--- config.mk ---
export PLATFORM = sky130hd
export DESIGN_NAME = de_arbiter
export DESIGN_NICKNAME = d
export VERILOG_FILES = /design/src/rtl/de_arbiter.sv
export SDC_FILE = /design/constraint.sdc
export NUM_CORES = 1
export LEC_CHECK = 0
export CAP_MARGIN = 20
export CORE_AREA = 2 2 93 95
export CTS_BUF_LIST = sky130_fd_sc_hd__clkbuf_8
export DETAILED_ROUTE_END_ITERATION = 8
export DIE_AREA = 0 0 95 97
export PLACE_DENSITY = 0.68
export SETUP_SLACK_MARGIN = 0.4
export SLEW_MARGIN = 10
export SYNTH_ARGS = -nofsm -noshare
export SYNTH_HDL_FRONTEND = slang
export SYNTH_SLANG_ARGS = --single-unit
export TNS_END_PERCENT = 20
--- constraint.sdc ---
create_clock -name clk -period 1.5 [get_ports clk]
set_input_delay 0.225 -clock clk [delete_from_list [all_inputs] [get_ports clk]]
set_output_delay 0.225 -clock clk [all_outputs]
set_load 0.05 [all_outputs]
--- src/rtl/de_arbiter.sv ---
// de_arbiter: two-port arbiter sharing one frame-store (DE) port.
// Ports A and B take turns; a busy owner yields after BURST acks
// whenever the other port is waiting, always through one IDLE cycle.
module de_arbiter #(
    parameter int unsigned BURST = 4
) (
    input  logic        clk,
    input  logic        rst,

    input  logic        a_req,
    output logic        a_ack,
    input  logic [17:0] a_addr,
    input  logic [3:0]  a_nbyte,
    input  logic        a_rnw,
    input  logic [31:0] a_w_data,

    input  logic        b_req,
    output logic        b_ack,
    input  logic [17:0] b_addr,
    input  logic [3:0]  b_nbyte,
    input  logic        b_rnw,
    input  logic [31:0] b_w_data,

    output logic        de_req,
    input  logic        de_ack,
    output logic [17:0] de_addr,
    output logic [3:0]  de_nbyte,
    output logic        de_rnw,
    output logic [31:0] de_w_data,
    input  logic [31:0] de_r_data,

    output logic [31:0] r_data,
    output logic        grant_a,
    output logic        grant_b
);

    localparam int unsigned CW = 3;
    localparam logic PORT_A = 1'b0;
    localparam logic PORT_B = 1'b1;

    typedef enum logic [1:0] {
        IDLE  = 2'd0,
        GNT_A = 2'd1,
        GNT_B = 2'd2
    } state_t;

    state_t        state_q, state_d;
    logic [CW-1:0] count_q, count_d;
    logic          last_q, last_d;

    logic [CW:0]   count_inc;
    logic          burst_hit;
    logic [CW-1:0] count_sat;

    // Burst accounting: compare the post-ack count, saturate the stored one.
    assign count_inc = {1'b0, count_q} + (CW+1)'(1);
    assign burst_hit = (count_inc >= (CW+1)'(BURST));
    assign count_sat = (count_q == '1) ? count_q : count_inc[CW-1:0];

    // State registers; reset makes A the winner of the first contention.
    always_ff @(posedge clk or posedge rst) begin
        if (rst) begin
            state_q <= IDLE;
            count_q <= '0;
            last_q  <= PORT_B;
        end else begin
            state_q <= state_d;
            count_q <= count_d;
            last_q  <= last_d;
        end
    end

    // Next-state: arbitration in IDLE, burst limit / release in GNT_x.
    always_comb begin
        state_d = state_q;
        count_d = count_q;
        last_d  = last_q;
        case (state_q)
            IDLE: begin
                if (a_req && (!b_req || (last_q == PORT_B))) begin
                    state_d = GNT_A;
                    count_d = '0;
                    last_d  = PORT_A;
                end else if (b_req) begin
                    state_d = GNT_B;
                    count_d = '0;
                    last_d  = PORT_B;
                end
            end
            GNT_A: begin
                if (!a_req) begin
                    state_d = IDLE;
                end else if (de_ack) begin
                    count_d = count_sat;
                    if (b_req && burst_hit) begin
                        state_d = IDLE;
                    end
                end
            end
            GNT_B: begin
                if (!b_req) begin
                    state_d = IDLE;
                end else if (de_ack) begin
                    count_d = count_sat;
                    if (a_req && burst_hit) begin
                        state_d = IDLE;
                    end
                end
            end
            default: begin
                state_d = IDLE;
            end
        endcase
    end

    // Command mux and ack steering from the current owner; IDLE drives a quiet bus.
    always_comb begin
        de_req    = 1'b0;
        de_addr   = '0;
        de_nbyte  = 4'b1111;
        de_rnw    = 1'b1;
        de_w_data = '0;
        a_ack     = 1'b0;
        b_ack     = 1'b0;
        case (state_q)
            GNT_A: begin
                de_req    = a_req;
                de_addr   = a_addr;
                de_nbyte  = a_nbyte;
                de_rnw    = a_rnw;
                de_w_data = a_w_data;
                a_ack     = de_ack;
            end
            GNT_B: begin
                de_req    = b_req;
                de_addr   = b_addr;
                de_nbyte  = b_nbyte;
                de_rnw    = b_rnw;
                de_w_data = b_w_data;
                b_ack     = de_ack;
            end
            default: begin
            end
        endcase
    end

    // Read data is shared by both ports; grants decode the state register.
    assign r_data  = de_r_data;
    assign grant_a = (state_q == GNT_A);
    assign grant_b = (state_q == GNT_B);

endmodule

; Word-level counts from Yosys, hierarchy flattened
; Cells that the tools add are included.
[word_totals]
regBits = 6
out_inout_bits = 92
wordCells = 51
[op_classes]
addsub = 1
n_lt_le_gt_ge = 1
eq_ne = 10
muxes = 25
n_reduce_logical = 11
[ops]
columns = cell, n
row1 = $pmux W32 S2, 1
row2 = $pmux W18 S2, 1
row3 = $mux W3, 6
row4 = $mux W2, 8
row5 = $ne A3 B3 Y1 const B, 3
row6 = $pmux W3 S3, 1
row7 = $pmux W4 S2, 1
row8 = $ne A3 B2 Y1 const B, 2
row9 = $pmux W2 S3, 1
row10 = $reduce_and A5 Y1, 1
row11 = $add A3 B1 Y4 const B, 1
row12 = $ge A4 B3 Y1 const B, 1
row13 = $mux W1, 4
row14 = $ne A2 B2 Y1 const B, 2
row15 = $pmux W1 S2, 2
row16 = $reduce_and A4 Y1, 1
row17 = $eq A3 B3 Y1 const B, 1
row18 = $logic_and A1 B1 Y1, 3
row19 = $reduce_bool A3 Y1, 1
row20 = $eq A2 B1 Y1 const B, 1
row21 = $eq A2 B2 Y1 const B, 1
row22 = $logic_not A2 Y1, 1
row23 = $reduce_and A2 Y1, 1
row24 = $reduce_bool A2 Y1, 1
row25 = 2 further kinds, 2

; Logic depth before layout (Yosys ltp)
; Gate-level depths: netlist (run 1).
[depth]
ltp_word = 7
ltp_mapped = 6

; Least setup slack after synthesis (run 1)
; No wires, ideal clock.
[synth_timing]
path_kind = reg2out
start = register state_q[1]
end = output de_addr[13]
t_arrival_ns = 2.331
slack_ns = -1.056
path_stages_with_launch = 7
cell_sequence = dfrtp_1 > inv_1 > ha_1 > buf_2 > buf_1 > a22oi_1 > nor2b_1
[synth_between]
elab_chain_len = 2
word_cells_on_any_way = 3
classes_between = 2 x eq/ne / 1 x mux
[synth_rtl]
columns = element, line
row1 = "start, declared", 47  ; state_t state_q, state_d;
row2 = "start signal, assigned", 67  ; state_q <= state_d;
row3 = $eq A2 B1 Y1, -
row4 = named net grant_a, 33  ; output logic grant_a,
row5 = $pmux W18 S2, 125  ; case (state_q)
row6 = "end, declared", 26  ; output logic [17:0] de_addr,
; The timed path passes the listed nets, and every way through them passes these cells.

; Worst setup path in the final report (run 1)
[layout_timing]
start = register state_q[1]
end = output de_addr[7]
[layout_between]
elab_chain_len = 2
word_cells_on_any_way = 3
classes_between = 2 x eq/ne / 1 x mux
[layout_rtl]
columns = element, line
row1 = $eq A2 B2 Y1 / $eq A2 B1 Y1 (equally long branches), 125
row2 = $pmux W18 S2 *, 125
; Mark *: on every way between the ends. The rest lies on a longest branch, timed or not.

==> results of run 1 <==
cell usage in the layout, fill, tap and decap left out, types with 2 or more instances in the layout:
| master | netlist | layout |
|---|---|---|
| sky130_fd_sc_hd__clkbuf_8 | 0 | 3 |
| sky130_fd_sc_hd__buf_16 | 0 | 4 |
| sky130_fd_sc_hd__inv_4 | 0 | 2 |
| sky130_fd_sc_hd__buf_6 | 0 | 2 |
| sky130_fd_sc_hd__nand2_2 | 0 | 6 |
| sky130_fd_sc_hd__inv_1 | 7 | 6 |
| sky130_fd_sc_hd__ha_4 | 0 | 4 |
| sky130_fd_sc_hd__and2_4 | 0 | 2 |
| sky130_fd_sc_hd__clkdlybuf4s50_1 | 0 | 114 |
| sky130_fd_sc_hd__nor2b_4 | 0 | 50 |
| sky130_fd_sc_hd__nand2_1 | 10 | 4 |
| sky130_fd_sc_hd__a22oi_2 | 0 | 55 |
| sky130_fd_sc_hd__mux2i_1 | 2 | 2 |
| sky130_fd_sc_hd__a21oi_1 | 2 | 2 |
| sky130_fd_sc_hd__dfrtp_1 | 5 | 3 |
| sky130_fd_sc_hd__buf_12 | 0 | 68 |
| sky130_fd_sc_hd__dfrtp_2 | 0 | 2 |
| sky130_fd_sc_hd__buf_4 | 32 | 16 |
timing repair:
action	4_1_cts	5_1_grt
hold buffers	0	0
resized for setup	70	4
cloned	4	1
pin swaps	30	18
setup endpoints to repair	65	65
buffers inserted	6	0
Yosys cell counts, drive strengths merged (2+ instances only):
cell | n | area [µm²]
a22oi | 55 | 413
nor2b | 51 | 319
buf | 44 | 297
nand2 | 10 | 37.5
inv | 8 | 30.0
clkbuf | 6 | 22.5
ha | 6 | 75.1
dfrtp | 5 | 125
a21oi | 3 | 18.8
a22o | 2 | 18.8
a31oi | 2 | 12.5
and2 | 2 | 12.5
mux2i | 2 | 20.0
nor2 | 2 | 7.51
o21ai | 2 | 10.0
state kept, by name (all words and copies together), names as in the netlist:
register  count
count_q       3
last_q        1
state_q       2
routing by layer:
metal,vias up,global-route usage (%),part of all wire (%)
met5,-,0,0
met4,0,6.91,3.4
met3,19,3.27,5.8
met2,100,36.0,59
met1,1075,17.7,32
li1,1020,-,-
power groups by stage:
stage / registers [mW] / logic, mW / clock network (mW)
after floorplan: 0.319 / 6.46 / 0
after global placement: 0.319 / 10.4 / 0
after detailed placement: 0.331 / 10.5 / 0
after CTS: 0.333 / 11.7 / 0.281
after global routing: 0.351 / 12.2 / 0.286
final: 0.340 / 11.8 / 0.271
layout make-up:
| type | instances | area [µm²] | area share (%) |
|---|---|---|---|
| Timing Repair Buffer | 205 | 2780 | 56.8 |
| Multi-Input combinational cell | 142 | 1750 | 35.7 |
| Sequential cell | 6 | 154 | 3.14 |
| Tap cell | 105 | 131 | 2.68 |
| Clock buffer | 3 | 41.3 | 0.844 |
| Inverter | 8 | 35.0 | 0.716 |
| Clock inverter | 1 | 3.75 | 0.0767 |
metrics by stage:
step	util, %	cells
final	60.2	470
after global routing	60.2	470
after CTS	59.6	469
after detailed placement	53.0	455
after global placement	53.0	455
after floorplan	-	206
worst min-delay path by stage:
| stage | start | end | depth (start not counted) |
|---|---|---|---|
| detailed placement | de_r_data[11] | r_data[11] | 0 |
| finish | rst | count_q[1] | 2 |
| floorplan | rst | count_q[0] | 1 |
| global placement | de_r_data[11] | r_data[11] | 0 |
| global route | rst | count_q[1] | 2 |
| CTS | rst | count_q[1] | 2 |
kinds of logic (layout without fill, tap and decap cells):
family | after synthesis | count (layout)
compound gates | 67 | 67
simple gates | 66 | 66
buf+inv | 58 | 217
fa+ha+maj | 6 | 6
flops | 6 | 6
mux | 3 | 3
==> implementation parameters, run 1 <==
Parameter                              Value

Synthesis
  Predominant post-synthesis flop cell    sky130_fd_sc_hd__dfrtp_1
  Largest family of logic cells by synthesized area    compound AO/OA/AOI/OAI gates
  Mux cell area share after synthesis    2.34%
  Adder and majority cell fraction of the synthesized area    5.01%
  Synth Net Count    359
  Number of enable flip-flop cells after synthesis    0
  Register bit total from synthesis    6
  Fraction of synthesized cell area in xor and xnor cells    0%
  Sequential element share of the synthesized area    10.1%
  Gate count after technology mapping    206
  Total number of yosys warnings    0
  Synth Area in Compound Gates    33.8%
  Yosys cell types    26
  Async set or reset register ratio after synthesis    100%
  Syn Area/Cell    7.28 µm²
  Basic-gate share of the synthesized area counting and, or, nand and nor cells    25.5%
  Cell area after synthesis    1500 µm²

Critical path
  Worst-case reg-to-reg path depth    6
  CP Depth    6
  CP required    1270 ps
  Buffers plus inverters on the worst setup path    3
  CP startpoint    state_q[1]
  Data arrival time of the critical path    1640 ps
  Reg-to-reg critical path endpoint    count_q[0]
  Most frequent CP cell    sky130_fd_sc_hd__buf_12
  Setup slack of the most critical reg-to-reg path    -120 ps
  Slowest stage cell, crit path    sky130_fd_sc_hd__dfrtp_2
  Slowest stage delay, CP    450 ps
  Top cell family by delay on the critical path    flip-flops
  Sort of element at the start of the critical path    register
  Max FO, Critical Path    17
  End point of the critical path    de_addr[7]
  Reg-to-Reg Start    state_q[1]
  Setup CP Type    reg2out
  Worst setup EP type    output pin
  List of cells traversed by the critical path    ha_4 > buf_4 > buf_12 > a22oi_2 > nor2b_4 > buf_12

Finish
  Count of filler cells inserted in the layout    636
  Cell area after layout    4890 µm²
  NumNets Final    519
  N_diodes    0
  Fraction of final layout cells sized beyond drive strength 1    61.6%
  Area Growth Syn to Fin    227%

Route
  DRC marker count from the first detailed-route iteration    45
  Drt drc    0
  Average via count per standard cell    4.71
  Antenna violation net count after detailed routing    0
  Routed WL    8670 µm
  Wirelength per Cell    18.4 µm
  Length of the first detailed-routing pass in iterations    4
  Vias after detailed routing    2214

Global route
  First-pass GRT wire length    13100 µm
  Global route total overflow    0
  Largest net degree at the start of global routing    24
  Gr usage total    18.1%
  Vias in the first global route    2478
  Number of antenna violations at the first check in global routing    0

Placement
  Placer's final routability congestion estimate    0.778
  Estimated wirelength of the detail-placed design    6310 µm
  Pre-CTS worst setup slack    -172 ps
  Cell area after placement    4310 µm²
  Number of port buffers    174

Pwr
  P_leak    1.79 nW
  Power per unit of standard cell area    2530 nW/µm²
  Clock share of power    2.2%
  Int Pwr    6.55 mW
  Part of the power in registers    2.7%
  Switching part of the total    47.0%
  Final Power    12.4 mW
  Max IR drop VDD    1.00 mV
  Sw Pwr    5.81 mW
  Relative contribution of combinational cells to total power    95.1%

Clocking
  Later-pin clock latency in the skew report    240 ps
  # clock sinks    6
  Maximum number of buffers from clock root to sink    2
  CTS tree    yes
  Worst-path clk slew    40 ps
  Clock buffers created by TritonCTS    3
  Htree depth    1
  Root cell of the clock tree    sky130_fd_sc_hd__clkbuf_8

Timing
  Total of endpoints with negative setup slack in the final report    65
  Final critical-path setup slack    -368 ps
  Worst relative slew slack    82.5%
  Post-route clock period utilization    125%
  Pins Over Slew Limit    0
  RSZ-0062 raised after global routing    true
  Max frequency    535 MHz
  Final hold violations    0
  Hold Worst Slack    216 ps
  Clock skew after layout    6.84 ps
  Final critical delay including setup and external delays    1870 ps
  Final-layout setup total negative slack    -19270 ps
  Transition time at the pin with the least slew margin    262 ps

Die
  Num ports    239
  Initial Utilization    18.4%
  Core Box Area    8130 µm²
  Die outline area    9220 µm²
  Std-Cell Rows    33
  Floorplan die height    97 µm
  X dimension of the die    95 µm

Run status
  Violated checks    negative setup slack
  Run status    finished with violations

Min path
  Path category of the worst min-delay check    in2async

Flow run
  Max-cap violations    0
(Power assumes the default switching activity.)
==> run 2: changes to the inputs <==
--- a/config.mk
+++ b/config.mk
@@ -6,11 +6,11 @@
 export NUM_CORES = 1
 export LEC_CHECK = 0
 export CAP_MARGIN = 20
-export CORE_AREA = 2 2 93 95
+export CORE_AREA = 2 2 92 94
 export CTS_BUF_LIST = sky130_fd_sc_hd__clkbuf_8
 export DETAILED_ROUTE_END_ITERATION = 8
-export DIE_AREA = 0 0 95 97
-export PLACE_DENSITY = 0.68
+export DIE_AREA = 0 0 94 96
+export PLACE_DENSITY = 0.69
 export SETUP_SLACK_MARGIN = 0.4
 export SLEW_MARGIN = 10
 export SYNTH_ARGS = -nofsm -noshare
==> constraint.sdc (replaced) <==
create_clock -name clk -period 1.9 [get_ports clk]
set_input_delay 0.285 -clock clk [delete_from_list [all_inputs] [get_ports clk]]
set_output_delay 0.285 -clock clk [all_outputs]
set_load 0.05 [all_outputs]
==> run 2 against run 1 <==
Net effect:
- the run still ends with negative setup slack left
- clock power shrank 25%
- cell area shrank 6.1%
- non-clock buffer count shrank 17
- via count shrank 7.5%
- flip-flop and latch count is the same
- combinational power shrank 27%
- critical path depth is the same
- setup slack gained 350 ps
- critical endpoint is now de_addr[15]
- highest routed layer unchanged
==> implementation parameters, run 2 (synthesized netlist as in run 1, its figures left out) <==
Parameter                              Value

Run status
  Violated checks    negative setup slack
  Run status    finished with violations

Timing
  Final critical delay including setup and external delays    1920 ps
  Final hold violations    0
  Clock skew after layout    1.63 ps
  Pins Over Slew Limit    0
  Max frequency    522 MHz
  Post-route clock period utilization    101%
  Transition time at the pin with the least slew margin    295 ps
  Final-layout setup total negative slack    -65.6 ps
  Worst relative slew slack    80.3%
  Final critical-path setup slack    -15.8 ps
  Total of endpoints with negative setup slack in the final report    12
  RSZ-0062 raised after global routing    true

Global route
  Global route total overflow    0
  Vias in the first global route    2304
  Largest net degree at the start of global routing    28
  First-pass GRT wire length    11600 µm
  Number of antenna violations at the first check in global routing    0
  Gr usage total    16.3%

Clocking
  Worst-path clk slew    40 ps
  Later-pin clock latency in the skew report    230 ps
  Cts hold-fix bufs    0
  Clock buffers created by TritonCTS    3
  Maximum number of buffers from clock root to sink    2
  # clock sinks    6
  Root cell of the clock tree    sky130_fd_sc_hd__clkbuf_8
  Htree depth    1
  CTS tree    yes

Critical path
  Data arrival time of the critical path    1630 ps
  Setup CP Type    reg2out
  Sort of element at the start of the critical path    register
  End point of the critical path    de_addr[15]
  Reg-to-Reg Start    state_q[0]
  Setup slack of the most critical reg-to-reg path    130 ps
  Max FO, Critical Path    22
  CP required    1620 ps
  CP startpoint    state_q[0]
  Worst-case reg-to-reg path depth    7
  Worst setup EP type    output pin
  Reg-to-reg critical path endpoint    count_q[0]

Pwr
  P_leak    1.67 nW
  Max IR drop VDD    0.917 mV
  Power per unit of standard cell area    1990 nW/µm²

Placement
  Post-placement cell count    441
  Estimated wirelength of the detail-placed design    6040 µm
  Number of port buffers    174
  Placer's final routability congestion estimate    0.708

Route
  Average via count per standard cell    4.52
  Routed WL    7720 µm
  Length of the first detailed-routing pass in iterations    4
  DRC marker count from the first detailed-route iteration    38
  Wirelength per Cell    17.1 µm
  Drt drc    0
  Vias after detailed routing    2049
  Antenna violation net count after detailed routing    0

Finish
  Area Growth Syn to Fin    207%
  Layout Cells excl Fill    453
  Max reg flops    3
  Top reg by flops    count_q
  Most common cell after layout, fill and taps aside    sky130_fd_sc_hd__clkdlybuf4s50_1
  N_diodes    0
  NumNets Final    502
  Largest registers    count_q x3, state_q x2, last_q x1
  Most frequent cells in the layout    sky130_fd_sc_hd__clkdlybuf4s50_1 (114), sky130_fd_sc_hd__buf_12 (66), sky130_fd_sc_hd__nor2b_4 (50)
  Fraction of final layout cells sized beyond drive strength 1    55.2%

Die
  X dimension of the die    94 µm
  Floorplan die height    96 µm
  Initial Utilization    18.6%
  Std-Cell Rows    33
  Die outline area    9020 µm²
  Core Box Area    8050 µm²
  Num ports    239

Flow run
  Max-cap violations    0

Min path
  Path category of the worst min-delay check    in2async
run 2: changes by cell type in the layout (fill, tap and decap cells not counted), sizes merged:
cell    previous run  this run
buf               90        74
clkbuf             4         3
run 2: layout make-up:
type,count,area [µm²]
clock buffer,3,41.3
inverter,8,42.5
timing repair buffer,188,2570
tap,105,131
clock inverter,1,3.75
sequential,6,154
fill,669,3450
multi-input combinational,142,1660
run 2: how the worst min path moves through the flow:
stage,end,slack (ps)
after detailed placement,count_q[0],520
after floorplan,count_q[0],80
final,count_q[2],290
after global placement,count_q[0],520
after CTS,count_q[2],280
after global routing,state_q[0],310
run 2: critical path: stages (launching register included):
cell                      delay (ps)
sky130_fd_sc_hd__dfrtp_2         430
sky130_fd_sc_hd__inv_4            70
sky130_fd_sc_hd__ha_4            200
sky130_fd_sc_hd__buf_12          170
sky130_fd_sc_hd__a22oi_1         290
sky130_fd_sc_hd__nor2b_4          80
sky130_fd_sc_hd__buf_12          150
run 2: where the power goes:
part           leakage (nW)  switching, mW  internal (mW)
Sequential           0.0739         0.0812          0.200
Clock                0.0269         0.0639          0.140
Combinational          1.57           4.23           4.43
run 2: repair_timing:
item / CTS / global route
endpoints found under the setup margin: 65 / 65
gates resized for setup: 54 / 3
pin swaps: 29 / 27
endpoints found under the hold margin: 0 / 0
setup buffers: 6 / 0
gates cloned: 2 / 0
run 2: metrics by stage:
| stage | util [%] | power (mW) | setup slack [ps] | cell area (µm²) | hold WS (ps) |
|---|---|---|---|---|---|
| after CTS | 56.9 | 9.22 | -19.6 | 4580 | 283 |
| after detailed placement | 52.2 | 8.31 | 113 | 4200 | 521 |
| after global placement | 52.2 | 8.21 | 133 | 4200 | 519 |
| after floorplan | - | 5.35 | 114 | 1990 | 75.2 |
| final | 57.1 | 9.15 | -15.8 | 4600 | 286 |
| after global routing | 57.1 | 9.53 | -70.1 | 4600 | 306 |
run 2: layer usage:
layer | global-route usage, % | up-vias | routed length, µm
met5 | 0 | - | 0
met1 | 17.0 | 957 | 2660
met4 | 2.05 | 0 | 55
li1 | - | 986 | -
met3 | 3.45 | 6 | 512
met2 | 33.8 | 100 | 4500
